<file path="src/rtl/pe_rx_pkg.sv">
// Shared definitions for the PE packet receiver: packet field layout, FSM states and ack format.
package pe_rx_pkg;

  // Common header
  localparam int unsigned HdrDirLsb  = 0;
  localparam int unsigned HdrXHopLsb = 2;
  localparam int unsigned HdrYHopLsb = 5;
  localparam int unsigned HopW       = 3;
  localparam int unsigned HdrTsBit   = 8;
  localparam int unsigned HdrTypeBit = 9;

  // Filter packet
  localparam int unsigned NumRows    = 5;
  localparam int unsigned FilRowLsb  = 10;
  localparam int unsigned FilRowW    = 3;
  localparam int unsigned FilDataLsb = 13;

  // Ifmap packet; the ifmap window sits at the packet MSB
  localparam int unsigned IfmapW       = 25;
  localparam int unsigned IfmapSizeLsb = 13;
  localparam int unsigned SizeW        = 2;
  localparam int unsigned IfmapConvLsb = 15;

  // Ack packet: low bits carry {node, 0}, the rest is zero
  localparam int unsigned AckNodeLsb = 1;
  localparam int unsigned AckNodeW   = 4;
  localparam int unsigned AckLowW    = AckNodeLsb + AckNodeW;

  typedef enum logic [1:0] {
    StIdle = 2'd0,
    StJob  = 2'd1,
    StBusy = 2'd2,
    StAck  = 2'd3
  } rx_state_e;

  typedef enum logic {
    PktIfmap  = 1'b0,
    PktFilter = 1'b1
  } pkt_type_e;

  function automatic logic [AckLowW-1:0] make_ack(logic [AckNodeW-1:0] node);
    return {node, 1'b0};
  endfunction

endpackage

</file>
<file path="src/rtl/pe_filter_regfile.sv">
// Five-row filter register file with a single write port, flat read-out and per-row valid mask.
module pe_filter_regfile
  import pe_rx_pkg::*;
#(
  parameter int unsigned FILTER_WIDTH = 8
) (
  input  logic                               clk,
  input  logic                               rst_n,
  input  logic                               wr_en,
  input  logic [FilRowW-1:0]                 wr_row,
  input  logic [5*FILTER_WIDTH-1:0]          wr_data,
  output logic [NumRows*5*FILTER_WIDTH-1:0]  fil_flat,
  output logic [NumRows-1:0]                 rows_valid
);

  localparam int unsigned RowW = 5 * FILTER_WIDTH;

  logic [RowW-1:0]    rows_q [NumRows];
  logic [NumRows-1:0] valid_q;

  always_ff @(posedge clk) begin
    if (!rst_n) begin
      for (int r = 0; r < NumRows; r++) begin
        rows_q[r] <= '0;
      end
      valid_q <= '0;
    end else if (wr_en && (wr_row < FilRowW'(NumRows))) begin
      rows_q[wr_row]  <= wr_data;
      valid_q[wr_row] <= 1'b1;
    end
  end

  for (genvar r = 0; r < NumRows; r++) begin : g_flat
    assign fil_flat[r*RowW +: RowW] = rows_q[r];
  end

  assign rows_valid = valid_q;

endmodule

</file>
<file path="src/rtl/pe_packet_receiver.sv">
// PE-side packet endpoint: stores filter rows, dispatches one ifmap job at a time, acks completion.
// Optional misroute filtering and drop counting are enabled by defining PE_RX_HOP_CHECK_EN.
module pe_packet_receiver
  import pe_rx_pkg::*;
#(
  parameter int unsigned FILTER_WIDTH = 8,
  parameter int unsigned PE_NODE      = 0,
  parameter int unsigned IN_W         = 5 * FILTER_WIDTH + 13,
  parameter int unsigned ACK_W        = 5 * FILTER_WIDTH + 5
) (
  input  logic                         clk,
  input  logic                         rst_n,
  input  logic [IN_W-1:0]              in_pkt,
  input  logic                         in_valid,
  output logic                         in_ready,
  output logic [25*FILTER_WIDTH-1:0]   fil_flat,
  output logic [4:0]                   fil_rows_valid,
  output logic                         job_valid,
  input  logic                         job_ready,
  output logic [IfmapW-1:0]            job_ifmap,
  output logic [IN_W-41:0]             job_conv_loc,
  output logic [SizeW-1:0]             job_size,
  output logic                         job_timestep,
  input  logic                         pe_done,
  output logic [ACK_W-1:0]             ack_pkt,
  output logic                         ack_valid,
  input  logic                         ack_ready,
  output logic [7:0]                   err_cnt
);

  localparam int unsigned ConvW = IN_W - 40;

  rx_state_e state_q, state_d;

  logic [IfmapW-1:0]  ifmap_q;
  logic [ConvW-1:0]   conv_q;
  logic [SizeW-1:0]   size_q;
  logic               ts_q;
  logic [ACK_W-1:0]   ack_q;

  logic               fil_we;
  logic               load_job;
  logic               load_ack;
  logic               drop;
  logic               hop_bad;

  pkt_type_e          pkt_type;
  logic [FilRowW-1:0] pkt_row;
  logic [SizeW-1:0]   pkt_size;

  assign pkt_type = pkt_type_e'(in_pkt[HdrTypeBit]);
  assign pkt_row  = in_pkt[FilRowLsb +: FilRowW];
  assign pkt_size = in_pkt[IfmapSizeLsb +: SizeW];

`ifdef PE_RX_HOP_CHECK_EN
  assign hop_bad = |{in_pkt[HdrYHopLsb +: HopW], in_pkt[HdrXHopLsb +: HopW]};
`else
  assign hop_bad = 1'b0;
`endif

  // Direction bits are never used; hop bits and drop only matter with the hop check built in.
  logic unused_hdr;
  assign unused_hdr = ^{in_pkt[HdrDirLsb +: 2], in_pkt[HdrXHopLsb +: 2*HopW], drop};

  always_comb begin
    state_d  = state_q;
    fil_we   = 1'b0;
    load_job = 1'b0;
    load_ack = 1'b0;
    drop     = 1'b0;
    unique case (state_q)
      StIdle: begin
        if (in_valid) begin
          if (hop_bad) begin
            drop = 1'b1;
          end else if (pkt_type == PktFilter) begin
            if (pkt_row < FilRowW'(NumRows)) fil_we = 1'b1;
            else                             drop   = 1'b1;
          end else if (pkt_size != '0) begin
            load_job = 1'b1;
            state_d  = StJob;
          end else begin
            drop = 1'b1;
          end
        end
      end
      StJob:  if (job_ready) state_d = StBusy;
      StBusy: begin
        if (pe_done) begin
          load_ack = 1'b1;
          state_d  = StAck;
        end
      end
      StAck:  if (ack_ready) state_d = StIdle;
      default: state_d = StIdle;
    endcase
  end

  always_ff @(posedge clk) begin
    if (!rst_n) begin
      state_q <= StIdle;
      ifmap_q <= '0;
      conv_q  <= '0;
      size_q  <= '0;
      ts_q    <= 1'b0;
      ack_q   <= '0;
    end else begin
      state_q <= state_d;
      if (load_job) begin
        ifmap_q <= in_pkt[IN_W-1 -: IfmapW];
        conv_q  <= in_pkt[IfmapConvLsb +: ConvW];
        size_q  <= pkt_size;
        ts_q    <= in_pkt[HdrTsBit];
      end
      if (load_ack) begin
        ack_q <= {{(ACK_W-AckLowW){1'b0}}, make_ack(AckNodeW'(PE_NODE))};
      end
    end
  end

  pe_filter_regfile #(
    .FILTER_WIDTH(FILTER_WIDTH)
  ) u_regfile (
    .clk       (clk),
    .rst_n     (rst_n),
    .wr_en     (fil_we),
    .wr_row    (pkt_row),
    .wr_data   (in_pkt[FilDataLsb +: 5*FILTER_WIDTH]),
    .fil_flat  (fil_flat),
    .rows_valid(fil_rows_valid)
  );

`ifdef PE_RX_HOP_CHECK_EN
  logic [7:0] err_q;
  always_ff @(posedge clk) begin
    if (!rst_n) begin
      err_q <= '0;
    end else if (drop && (err_q != 8'hFF)) begin
      err_q <= err_q + 8'd1;
    end
  end
  assign err_cnt = err_q;
`else
  assign err_cnt = 8'h00;
`endif

  assign in_ready     = (state_q == StIdle);
  assign job_valid    = (state_q == StJob);
  assign ack_valid    = (state_q == StAck);
  assign job_ifmap    = ifmap_q;
  assign job_conv_loc = conv_q;
  assign job_size     = size_q;
  assign job_timestep = ts_q;
  assign ack_pkt      = ack_q;

endmodule

</file>
<file path="config.mk">
export PLATFORM = sky130hd
export DESIGN_NAME = pe_packet_receiver
export DESIGN_NICKNAME = d
export VERILOG_FILES = /design/src/rtl/pe_rx_pkg.sv /design/src/rtl/pe_filter_regfile.sv /design/src/rtl/pe_packet_receiver.sv
export SDC_FILE = /design/constraint.sdc
export NUM_CORES = 1
export LEC_CHECK = 0
export ABC_AREA = 0
export CELL_PAD_IN_SITES_DETAIL_PLACEMENT = 0
export CELL_PAD_IN_SITES_GLOBAL_PLACEMENT = 2
export CORE_MARGIN = 2
export CORE_UTILIZATION = 29
export DETAILED_ROUTE_END_ITERATION = 10
export MAX_ROUTING_LAYER = met4
export PLACE_DENSITY = 0.8
export SLEW_MARGIN = 20
export SYNTH_ARGS = -nofsm -noshare
export SYNTH_HDL_FRONTEND = slang
export SYNTH_HIERARCHICAL = 1
export SYNTH_SLANG_ARGS = --single-unit
</file>
<file path="constraint.sdc">
create_clock -name clk -period 6.3 [get_ports clk]
set_input_delay 0.63 -clock clk [delete_from_list [all_inputs] [get_ports clk]]
set_output_delay 0.63 -clock clk [all_outputs]
set_load 0.05 [all_outputs]
</file>
# Word-level counts from Yosys, hierarchy flattened
# Memories as Yosys holds them, arrays and structs flattened.
# Cells that the tools add are included.
# W data, S select, Z words.
# classes
addsub,0
n_mul,0
n_div,0
order_cmp,3
eq_ne,9
shift,0
mux,24
bitwise_logic,1
reduce_logical,6
# op_table
cell,count
$mux W40,1
$reduce_or A40 Y1,1
$mux W1,14
$mux W2,6
$pmux W2 S4,1
$ne A2 B1 Y1 const B,3
$ne A2 B2 Y1 const B,3
$reduce_and A6 Y1,1
$or A5 B5 Y5,1
$eq A2 B2 Y1 const B,2
$lt A3 B4 Y1 const B,1
$demux W1 S3,1
$ge A3 B1 Y1 const B,1
$lt A3 B3 Y1 const B,1
$mux W3,1
$eq A2 B1 Y1 const B,1
$logic_and A1 B1 Y1,2
$logic_not A2 Y1,1
$reduce_bool A2 Y1,1
# totals
reg_bits,48
latchBits,0
ramBits,200
rom_bits,0
in_bits,59
out_inout_bits,302
memories,1
# memory_table
memory,depth,word_bits,read_ports,rd_ports_with_merged_regs,write_ports,line_no,text
u_regfile.rows_q,5,40,5,0,5,pe_filter_regfile.sv:18,logic [RowW-1:0] rows_q [NumRows];

# Longest topological paths before layout
# Gate-level depths: netlist (run 1).
# logic_depth
ltp_word,11
mapped_depth,8
depth_no_buf,6

# Hierarchy
# The synthesis (run 1) kept the hierarchy.
# modules_own_cells
module,n_inst,cells_per_inst,area_each_um2,seq_area_each_um2
pe_filter_regfile,1,510,7906.3,6105.9
pe_packet_receiver,1,257,2130.8,860.8

# Worst setup path after synthesis (run 1)
# No wires, ideal clock.
# synth_timing
path_type,flip-flop to flip-flop
from,reg state_q[0]
to,mem u_regfile/rows_q[0][0] in the netlist's numbering (enable)
setup_ns,0.493
t_arrival_ns,4.468
required_ns,5.807
path_slack_ns,1.339
path_stages_with_launch,8
n_path_buf,2
period_less_slack_ns,4.961
cell_sequence,dfxtp_1 -> inv_1 -> ha_1 -> and4_1 -> nand2b_1 -> buf_2 -> buf_6 -> o21ai_0
# synth_rtl
element,line_no,text
"start, declared",pe_packet_receiver.sv:33,"rx_state_e state_q, state_d;"
"start signal, assigned",pe_packet_receiver.sv:101,state_q <= StIdle;
"start signal, assigned",pe_packet_receiver.sv:108,state_q <= state_d;
"end, declared",pe_filter_regfile.sv:18,

==> reports/results.ini, run 1 <==
[status]
outcome = completed

[place]
gp_congestion = 0.813
port_buffers = 299
hpwl_um = 19700

[power_and_ir_drop]
switching_power_mw = 1.27
ir_drop_mv = 0.208
totalPowerFinal_mw = 4.21
pwr-share-seq_pct = 44.7
cellLeakagePower_nw = 4.70
p_comb_share_pct = 19.6
power_frac_clock_pct = 35.7
p_sw_share_pct = 30.3
p_int_mw = 2.94
power_density_nw_per_um2 = 300

[synth]
synth_most_common_cell = edfxtp_1
synth_top_family_by_area = simple AND/OR/NAND/NOR gates
yosysUniqueCellTypes = 30
synth_area_per_cell_um2 = 13.1
ys_top_cells_by_count = 200 x edfxtp_1, 128 x nand2_1, 81 x nor2_1
synth_xor_area_share_pct = 0
ys_warn_count = 6
synthSimpleGateAreaFrac_pct = 18.3
synth-compound-area-share_pct = 3.99
ys.flop_type = edfxtp_1
synth_mux_area_share_pct = 0.0997
async_flop_share_pct = 0
yosysSeqAreaShare_pct = 69.4
yosys.area.top_type = edfxtp_1
synth-seq-cells = 248
synthAdderAreaFrac_pct = 0.499
synth_cells = 767
synth_top_area_share_pct = 59.8
netlist_top_cells_area = edfxtp_1 60%, dfxtp_1 9.6%, nor3_2 7.0%
synth_edf_count = 200
syn-cell-area_um2 = 10000

[critical_path]
required_ns = 6.50
critPathSlowestCell = nand2_2
critPathKind = primary input to flop
critical-path-max-stage-delay_ns = 0.84
path_max_fanout = 42
cp-start-kind = primary input
r2r_setup_slack_ns = 2.76
cp_cell_sequence = clkdlybuf4s50_1, o21ai_0, and4_1, nand4bb_4, nand2_2, buf_4
worstPathArrival_ns = 3.87
end_kind = flop

[route]
first_iter_violations = 362
antenna_left = 0
wirelength_um = 29900
firstDrtPassIters = 5
route.detailed.drc = 0
routedWlPerCell_um = 19.6
vias = 6713
vias_per_cell = 4.41

[clock_tree]
cts_resized = 0
clk_latency_ns = 0.54
cts_tree = done
ctsHtreeMaxLevel = 1
cts_setup_buffers = 0
cts_made_buffers = 27
cts.path.max_buffers = 3
cts.sinks = 248
hold_buffers = 0
path_clk_slew_ns = 0.06
clockRootBuffer = clkbuf_16

[floorplan]
die_area_um2 = 36100
coreArea_um2 = 34300
rows = 68
die_w_um = 190
die_h_um = 190
ios = 361
initial_core_util_pct = 29.3

[cells_and_area]
diodes = 0
area_growth_pct = 39.8
final_nets = 1111
drive_gt1_share_pct = 11.7
finish.utilization_pct = 40.9
fillerInstances = 3230

[sta]
slew_headroom_pct = 30.2
finalCritPeriodShare_pct = 58.2
hold_viol_final = 0
fmax_mhz = 273
fin_hold_ws_ns = 0.451
tightestPinTransition_ns = 1.05
rsz0062_at_grt = false
finalClockSkew_ns = 0.0184
min_period_ns = 3.67
setup_tns_ns = 0
setup_viol = 0
maxSlewViolCount = 0

[hold_path]
min_path_type = flop to flop

[flow_run]
cap_violations = 0

[global_route]
grt_pass1_vias = 6622
antenna_found_initial = 0
grt-ovfl-total = 0
grt_pass1_wl_um = 43300
grt.total_usage_pct = 16.5
grt_start_max_net_pins = 65

==> cells in the final DEF (no fill, tap or decap), types with 2 or more instances in the layout <==
master / count
clkdlybuf4s50_1: 298
edfxtp_1: 200
nand2_1: 126
nor2_1: 81
nor3_2: 69
conb_1: 53
nor3_1: 51
dfxtp_1: 48
a21boi_1: 40
clkbuf_16: 27
clkbuf_1: 14
buf_4: 12
inv_1: 5
o21a_1: 4
ha_1: 4
a21boi_0: 3
clkinv_1: 3
o21ai_4: 3
o21ai_0: 2
nand2b_1: 2
clkinv_2: 2
bufinv_16: 2
nand2b_4: 2
nand2_2: 2
nor4bb_1: 2
==> layout make-up <==
cell class,instances,area (um^2),area share (%)
flip-flops and latches,248,6970,49.7
clock buffers,41,728,5.19
well taps,455,569,4.06
repair buffers,310,3070,21.9
inverters,5,18.8,0.134
multi-input cells,456,2580,18.4
clock inverters,8,90.1,0.642
==> power groups by stage <==
stage          clock network, mW  logic [mW]  registers, mW
5_1_grt                     1.61       0.865           1.89
2_1_floorplan                  0       0.315           2.19
3_3_place_gp                   0       0.833           1.91
3_5_place_dp                   0       0.835           1.92
6_report                    1.50       0.825           1.88
4_1_cts                     1.55       0.837           1.88
==> sequential cells by signal, summed over array words and instances, names as in the netlist <==
| name | flops |
|---|---|
| job_size | 2 |
| job_ifmap | 25 |
| state_q | 2 |
| u_regfile/rows_q | 200 |
| u_regfile/rows_valid | 5 |
| job_timestep | 1 |
| job_conv_loc | 13 |
==> layer usage <==
layer  share of wire, %  GRT usage, %  up-vias
met5                  0             -        -
met4                1.3          3.16        0
met3                8.9          4.30       33
met2                 49          27.2      302
met1                 41          20.5     3243
li1                   -             -     3135
==> final timing paths <==
path	endpoint	start	cells past startpoint
setup / recovery	u_regfile/rows_q[1][16]	in_pkt[10]	6
hold / removal	job_ifmap[8]	job_ifmap[8]	2
setup reg to reg	u_regfile/rows_q[1][16]	state_q[0]	6
hold reg to reg	job_ifmap[8]	job_ifmap[8]	2
==> cells by family (layout without fill, tap and decap cells) <==
group / after synthesis / in the layout
fa+ha+maj: 4 / 4
simple gates: 343 / 343
buf+inv: 115 / 364
mux: 1 / 1
other cells: 1 / 53
flops: 248 / 248
compound gates: 55 / 55
==> through the flow <==
stage                     cell area (um^2)  setup slack (ns)  std cells
after floorplan                      10200              1.34        819
after global placement               13200              2.07       1474
after detailed placement             13200              2.00       1474
after CTS                            14000              2.59       1523
after global routing                 14000              2.35       1523
final                                14000              2.63       1523
==> critical path, delay by kind of cell <==
family | cells | cell delay [ns]
AND/OR/NAND/NOR | 3 | 1.99
AO/OA/AOI/OAI | 1 | 0.20
buffers and inverters | 2 | 1.02
No activity file was read; power rests on OpenSTA's default activity.
==> run 2, diff against run 1 <==
CORE_UTILIZATION = 26   (was 29)
PLACE_DENSITY = 0.76   (was 0.8)
clock period = 2.95 ns   (was 6.3 ns; I/O delays follow)
==> run 2 against run 1 <==
Compared with the run above: hold slack worse by 0.30 ns; via count increased by 2.2%; design area rose by 2.9%; clock power up 140%; first-iteration DRC count decreased by 6.6%; sequential share of layout area fell by 1.4 points; register-to-register slack lost 2.0 ns; die area up 11%; sequential cell count unchanged; clock-buffer cell count fell by 2; utilization decreased by 2.8 points; sequential power increased by 110%; critical path type is now flop to output pin; largest cell class unchanged; largest power group unchanged.
==> reports/results.ini, run 2 (same netlist as run 1, synthesis figures left out) <==
[status]
outcome = completed

[clock_tree]
clockRootBuffer = clkbuf_16
cts.path.max_buffers = 3  ; unchanged
cts_tree = done
ctsHtreeMaxLevel = 1  ; unchanged
clk_latency_ns = 0.54  ; about the same
cts_resized = 0  ; unchanged
cts_setup_buffers = 0  ; unchanged
cts_made_buffers = 28  ; +3.7%
hold_buffers = 0  ; unchanged
cts.sinks = 248  ; unchanged
path_clk_slew_ns = 0.06  ; about the same

[hold_path]
min_path_type = primary input to flop

[sta]
min_period_ns = 2.38
fmax_mhz = 419
slew_headroom_pct = 57.6  ; +27 points
setup_viol = 0  ; unchanged
hold_viol_final = 0  ; unchanged
fin_hold_ws_ns = 0.147  ; -0.304 ns
tightestPinTransition_ns = 0.637  ; -0.410 ns
rsz0062_at_grt = false
setup_tns_ns = 0  ; unchanged
maxSlewViolCount = 0  ; unchanged
finalClockSkew_ns = 0.00887  ; -0.00953 ns
finalCritPeriodShare_pct = 80.8

[place]
hpwl_um = 21500  ; +9.1%
port_buffers = 299  ; unchanged
place_inst = 1548  ; +5.0%
gp_congestion = 0.770  ; -5.3%
placedInstanceArea_um2 = 13500  ; +2.2%

[cells_and_area]
final_cell_mix = 298 x clkdlybuf4s50_1, 200 x edfxtp_1, 126 x nand2_1, 81 x nor2_1, 69 x nor3_2
area_growth_pct = 43.9
final_nets = 1130  ; +1.7%
drive_gt1_share_pct = 14.1  ; +2.4 points
largest_register_ffs = 200  ; unchanged
diodes = 0  ; unchanged
final_common_cell = clkdlybuf4s50_1
fin_cells = 1600  ; +5.1%
stdcell_area_um2 = 14400  ; +2.9%
regMostFlops = u_regfile/rows_q

[global_route]
grt_pass1_wl_um = 46300  ; +6.9%
antenna_found_initial = 0  ; unchanged
grt.total_usage_pct = 15.7  ; -0.77 points
grt-ovfl-total = 0  ; unchanged
grt_pass1_vias = 6884  ; +4.0%
grt_start_max_net_pins = 53  ; -18%

[critical_path]
critPathKind = flop to output pin
required_ns = 2.65  ; -3.85 ns
worstPathArrival_ns = 2.09  ; -1.78 ns
end_kind = output pin
cp-start-kind = flop
path_max_fanout = 6  ; -86%

[route]
vias_per_cell = 4.29  ; -2.7%
first_iter_violations = 338  ; -6.6%
routedWlPerCell_um = 19.8  ; +0.95%
firstDrtPassIters = 5  ; unchanged
route.detailed.drc = 0  ; unchanged
wirelength_um = 31700  ; +6.0%
antenna_left = 0  ; unchanged
vias = 6859  ; +2.2%

[floorplan]
ios = 361  ; unchanged
die_area_um2 = 40200  ; +11%
initial_core_util_pct = 26.5  ; -2.8 points
rows = 71  ; +4.4%
die_h_um = 200  ; +5.5%
die_w_um = 200  ; +5.5%
coreArea_um2 = 37800  ; +10%

[power_and_ir_drop]
power_density_nw_per_um2 = 651  ; +120%
ir_drop_mv = 0.305  ; +47%
cellLeakagePower_nw = 4.89  ; +4.1%

[flow_run]
cap_violations = 0  ; unchanged

run 2: changes by cell type in the layout (fill, tap and decap cells not counted), sizes merged:
cell    delta
buf       +18
bufinv     +2
clkbuf     -2
clkinv     +4
inv        -1
run 2: worst max-delay path, stage by stage (launching register included):
cell and delay (ns):
dfxtp_1 0.34, inv_1 0.09, ha_1 0.27, clkdlybuf4s50_1 0.85
run 2: stage by stage:
| step | setup WS [ns] | utilization (%) | power [mW] |
|---|---|---|---|
| 5_1_grt | 0.453 | 38.2 | 9.75 |
| 2_1_floorplan | -0.168 | - | 5.34 |
| 3_3_place_gp | 0.486 | 35.7 | 5.92 |
| 6_report | 0.566 | 38.2 | 9.40 |
| 4_1_cts | 0.516 | 38.2 | 9.55 |
| 3_5_place_dp | 0.497 | 35.7 | 5.92 |
run 2: area by class of cell:
cell class	count	area, um^2
Sequential cell	248	6970
Tap cell	511	639
Clock inverter	13	165
Clock buffer	39	773
Timing Repair Buffer	328	3300
Multi-Input combinational cell	456	2580
Inverter	5	18.8
Fill cell	3721	23400
run 2: report_power, final:
part           internal (mW)  leakage, nW  switching, mW
Combinational          0.492         1.96           1.32
Sequential              3.94         2.46         0.0694
Clock                   2.17        0.467           1.40
run 2: per-layer routing:
layer	share of wire (%)	vias to the layer above	GRT usage (%)	wire length (um)
li1	-	3173	-	-
met1	42	3362	19.3	13300
met2	48	283	25.9	15300
met3	7.9	41	4.32	2520
met4	1.6	0	3.44	508
met5	0	-	-	0
run 2: path summary, 6_finish.rpt:
path,cells past startpoint,slack [ns],end,start
hold reg to reg,2,0.45,job_ifmap[1],job_ifmap[1]
setup reg to reg,6,0.73,u_regfile/rows_q[3][18],state_q[0]
setup / recovery,3,0.57,in_ready,state_q[0]
hold / removal,2,0.15,job_conv_loc[2],rst_n
==> run 3, diff against run 2 <==
CORE_UTILIZATION = 29   (was 26)
PLACE_DENSITY = 0.8   (was 0.76)
clock period = 2.2 ns   (was 2.95 ns; I/O delays follow)
==> run 3 against run 2 <==
Compared with the run above: wire length is 4.8% lower; cell count is 3.1% lower; hold slack better by 0.019 ns; die area is 10% lower; global-route usage is 1.0 points higher; via count is 0.70% lower; sequential power is 34% higher; non-clock buffer count is 9 higher; utilization is 4.1 points higher; critical path depth is 2 lower; clock-buffer cell count stayed put; largest cell class unchanged; highest routed layer unchanged.
==> reports/results.ini, run 3 (same netlist as run 1, synthesis figures left out) <==
[status]
outcome = completed

[clock_tree]
cts.sinks = 248  ; unchanged
clockRootBuffer = clkbuf_16
path_clk_slew_ns = 0.06  ; about the same
cts_tree = done
cts.path.max_buffers = 3  ; unchanged
cts_setup_buffers = 0  ; unchanged
cts_made_buffers = 27  ; -3.6%
clk_latency_ns = 0.56  ; +0.02 ns
ctsHtreeMaxLevel = 1  ; unchanged

[cells_and_area]
area_growth_pct = 44.4
fin_cells = 1551  ; -3.1%
diodes = 0  ; unchanged
regMostFlops = u_regfile/rows_q
largest_register_ffs = 200  ; unchanged
final_cell_mix = 294 x clkdlybuf4s50_1, 200 x edfxtp_1, 126 x nand2_1, 81 x nor2_1, 69 x nor3_2
stdcell_area_um2 = 14500  ; +0.40%
final_common_cell = clkdlybuf4s50_1
final_nets = 1138  ; +0.71%
drive_gt1_share_pct = 15.2  ; +1.1 points

[global_route]
grt_pass1_wl_um = 43900  ; -5.1%
grt-ovfl-total = 0  ; unchanged
grt_pass1_vias = 6812  ; -1.0%
grt_start_max_net_pins = 60  ; +13%
grt.total_usage_pct = 16.7  ; +1.0 points
antenna_found_initial = 0  ; unchanged

[route]
vias = 6811  ; -0.70%
antenna_left = 0  ; unchanged
routedWlPerCell_um = 19.4  ; -1.8%
wirelength_um = 30200  ; -4.8%
vias_per_cell = 4.39  ; +2.4%
first_iter_violations = 307  ; -9.2%
firstDrtPassIters = 5  ; unchanged
route.detailed.drc = 0  ; unchanged

[sta]
tightestPinTransition_ns = 0.661  ; +0.0243 ns
finalCritPeriodShare_pct = 91.2
setup_tns_ns = 0  ; unchanged
fmax_mhz = 498
slew_headroom_pct = 55.8  ; -1.8 points
rsz0062_at_grt = false
setup_viol = 0  ; unchanged
min_period_ns = 2.01
finalClockSkew_ns = 0.0113  ; +0.00239 ns
setup_ws_ns = 0.193  ; -0.373 ns
maxSlewViolCount = 0  ; unchanged
hold_viol_final = 0  ; unchanged

[power_and_ir_drop]
ir_drop_mv = 0.558  ; +83%
power_density_nw_per_um2 = 855  ; +31%
cellLeakagePower_nw = 4.96  ; +1.3%

[place]
hpwl_um = 21100  ; -2.0%
placedInstanceArea_um2 = 13600  ; +0.74%
gp_congestion = 0.778  ; +1.1%
place_inst = 1501  ; -3.0%
pre_cts_ws_ns = 0.110  ; -0.388 ns
port_buffers = 299  ; unchanged

[hold_path]
hold_path_depth = 2  ; unchanged
min_path_type = primary input to flop
whs_endpoint = u_regfile/rows_valid[2]
hold_path.startpoint = rst_n

[critical_path]
worstPathArrival_ns = 1.79  ; -0.30 ns
cp_num_buf_inv = 1  ; -1
required_ns = 1.98  ; -0.67 ns
end_kind = output pin
critPathKind = flop to output pin
reg2reg_from = state_q[1]
path_max_fanout = 2  ; -4
critical-path-max-stage-delay_ns = 0.91  ; +0.06 ns
critPathSlowestCell = clkdlybuf4s50_1
r2r_setup_slack_ns = 0.41  ; -0.32 ns
cp-start-kind = flop
r2r-end = u_regfile/rows_q[3][14]
cp_cell_sequence = clkdlybuf4s50_1
cp_top_family = buffers and inverters
reg2reg_depth = 6  ; unchanged

[floorplan]
initial_core_util_pct = 29.3  ; +2.8 points
coreArea_um2 = 34300  ; -9.4%
rows = 68  ; -4.2%
ios = 361  ; unchanged
die_area_um2 = 36100  ; -10%
die_w_um = 190  ; -5.2%
die_h_um = 190  ; -5.2%

[flow_run]
cap_violations = 0  ; unchanged

-- run 3: what timing repair did --
item                                    4_1_cts  5_1_grt
resized for setup                             2        1
hold buffers                                  0        0
endpoints found under the setup margin        2        1
-- run 3: per-stage QoR --
stage                     hold WS [ns]  utilization, %  power (mW)
after global routing             0.180            42.3        12.8
after global placement           0.442            39.7        7.97
after CTS                        0.168            42.3        12.6
final                            0.166            42.3        12.4
after detailed placement         0.447            39.7        7.99
after floorplan                  0.355               -        7.21
-- run 3: routing by layer --
layer	share of wire (%)	GRT usage [%]	wire (um)	vias to the layer above
li1	-	-	-	3183
met1	43	21.6	13000	3295
met2	47	26.7	14200	284
met3	7.5	4.13	2260	49
met4	2.0	3.67	614	0
met5	0	-	0	-
-- run 3: report_power, final --
| group | leakage, nW | switching, mW | total, mW | internal, mW |
|---|---|---|---|---|
| combinational | 2.06 | 1.77 | 2.46 | 0.692 |
| sequential | 2.46 | 0.0967 | 5.39 | 5.29 |
| clock | 0.432 | 1.87 | 4.55 | 2.67 |
| total | 4.96 | 3.74 | 12.4 | 8.66 |
-- run 3: how the worst max path moves through the flow --
stage	start	to	slack [ns]	cells past startpoint
floorplan	state_q[1]	u_regfile/rows_q[4][0]	-0.28	8
CTS	state_q[1]	ack_valid	0.04	2
global placement	in_pkt[10]	u_regfile/rows_q[3][14]	0.08	6
global route	job_size[1]	job_size[1]	0.15	1
finish	job_size[1]	job_size[1]	0.19	1
detailed placement	in_pkt[10]	u_regfile/rows_q[3][14]	0.11	6
-- run 3: area by class of cell --
type	count	area, um^2
multi-input combinational	456	2600
tap	455	569
sequential	248	6970
fill	3193	19800
clock buffer	39	771
clock inverter	11	125
timing repair buffer	337	3450
inverter	5	18.8
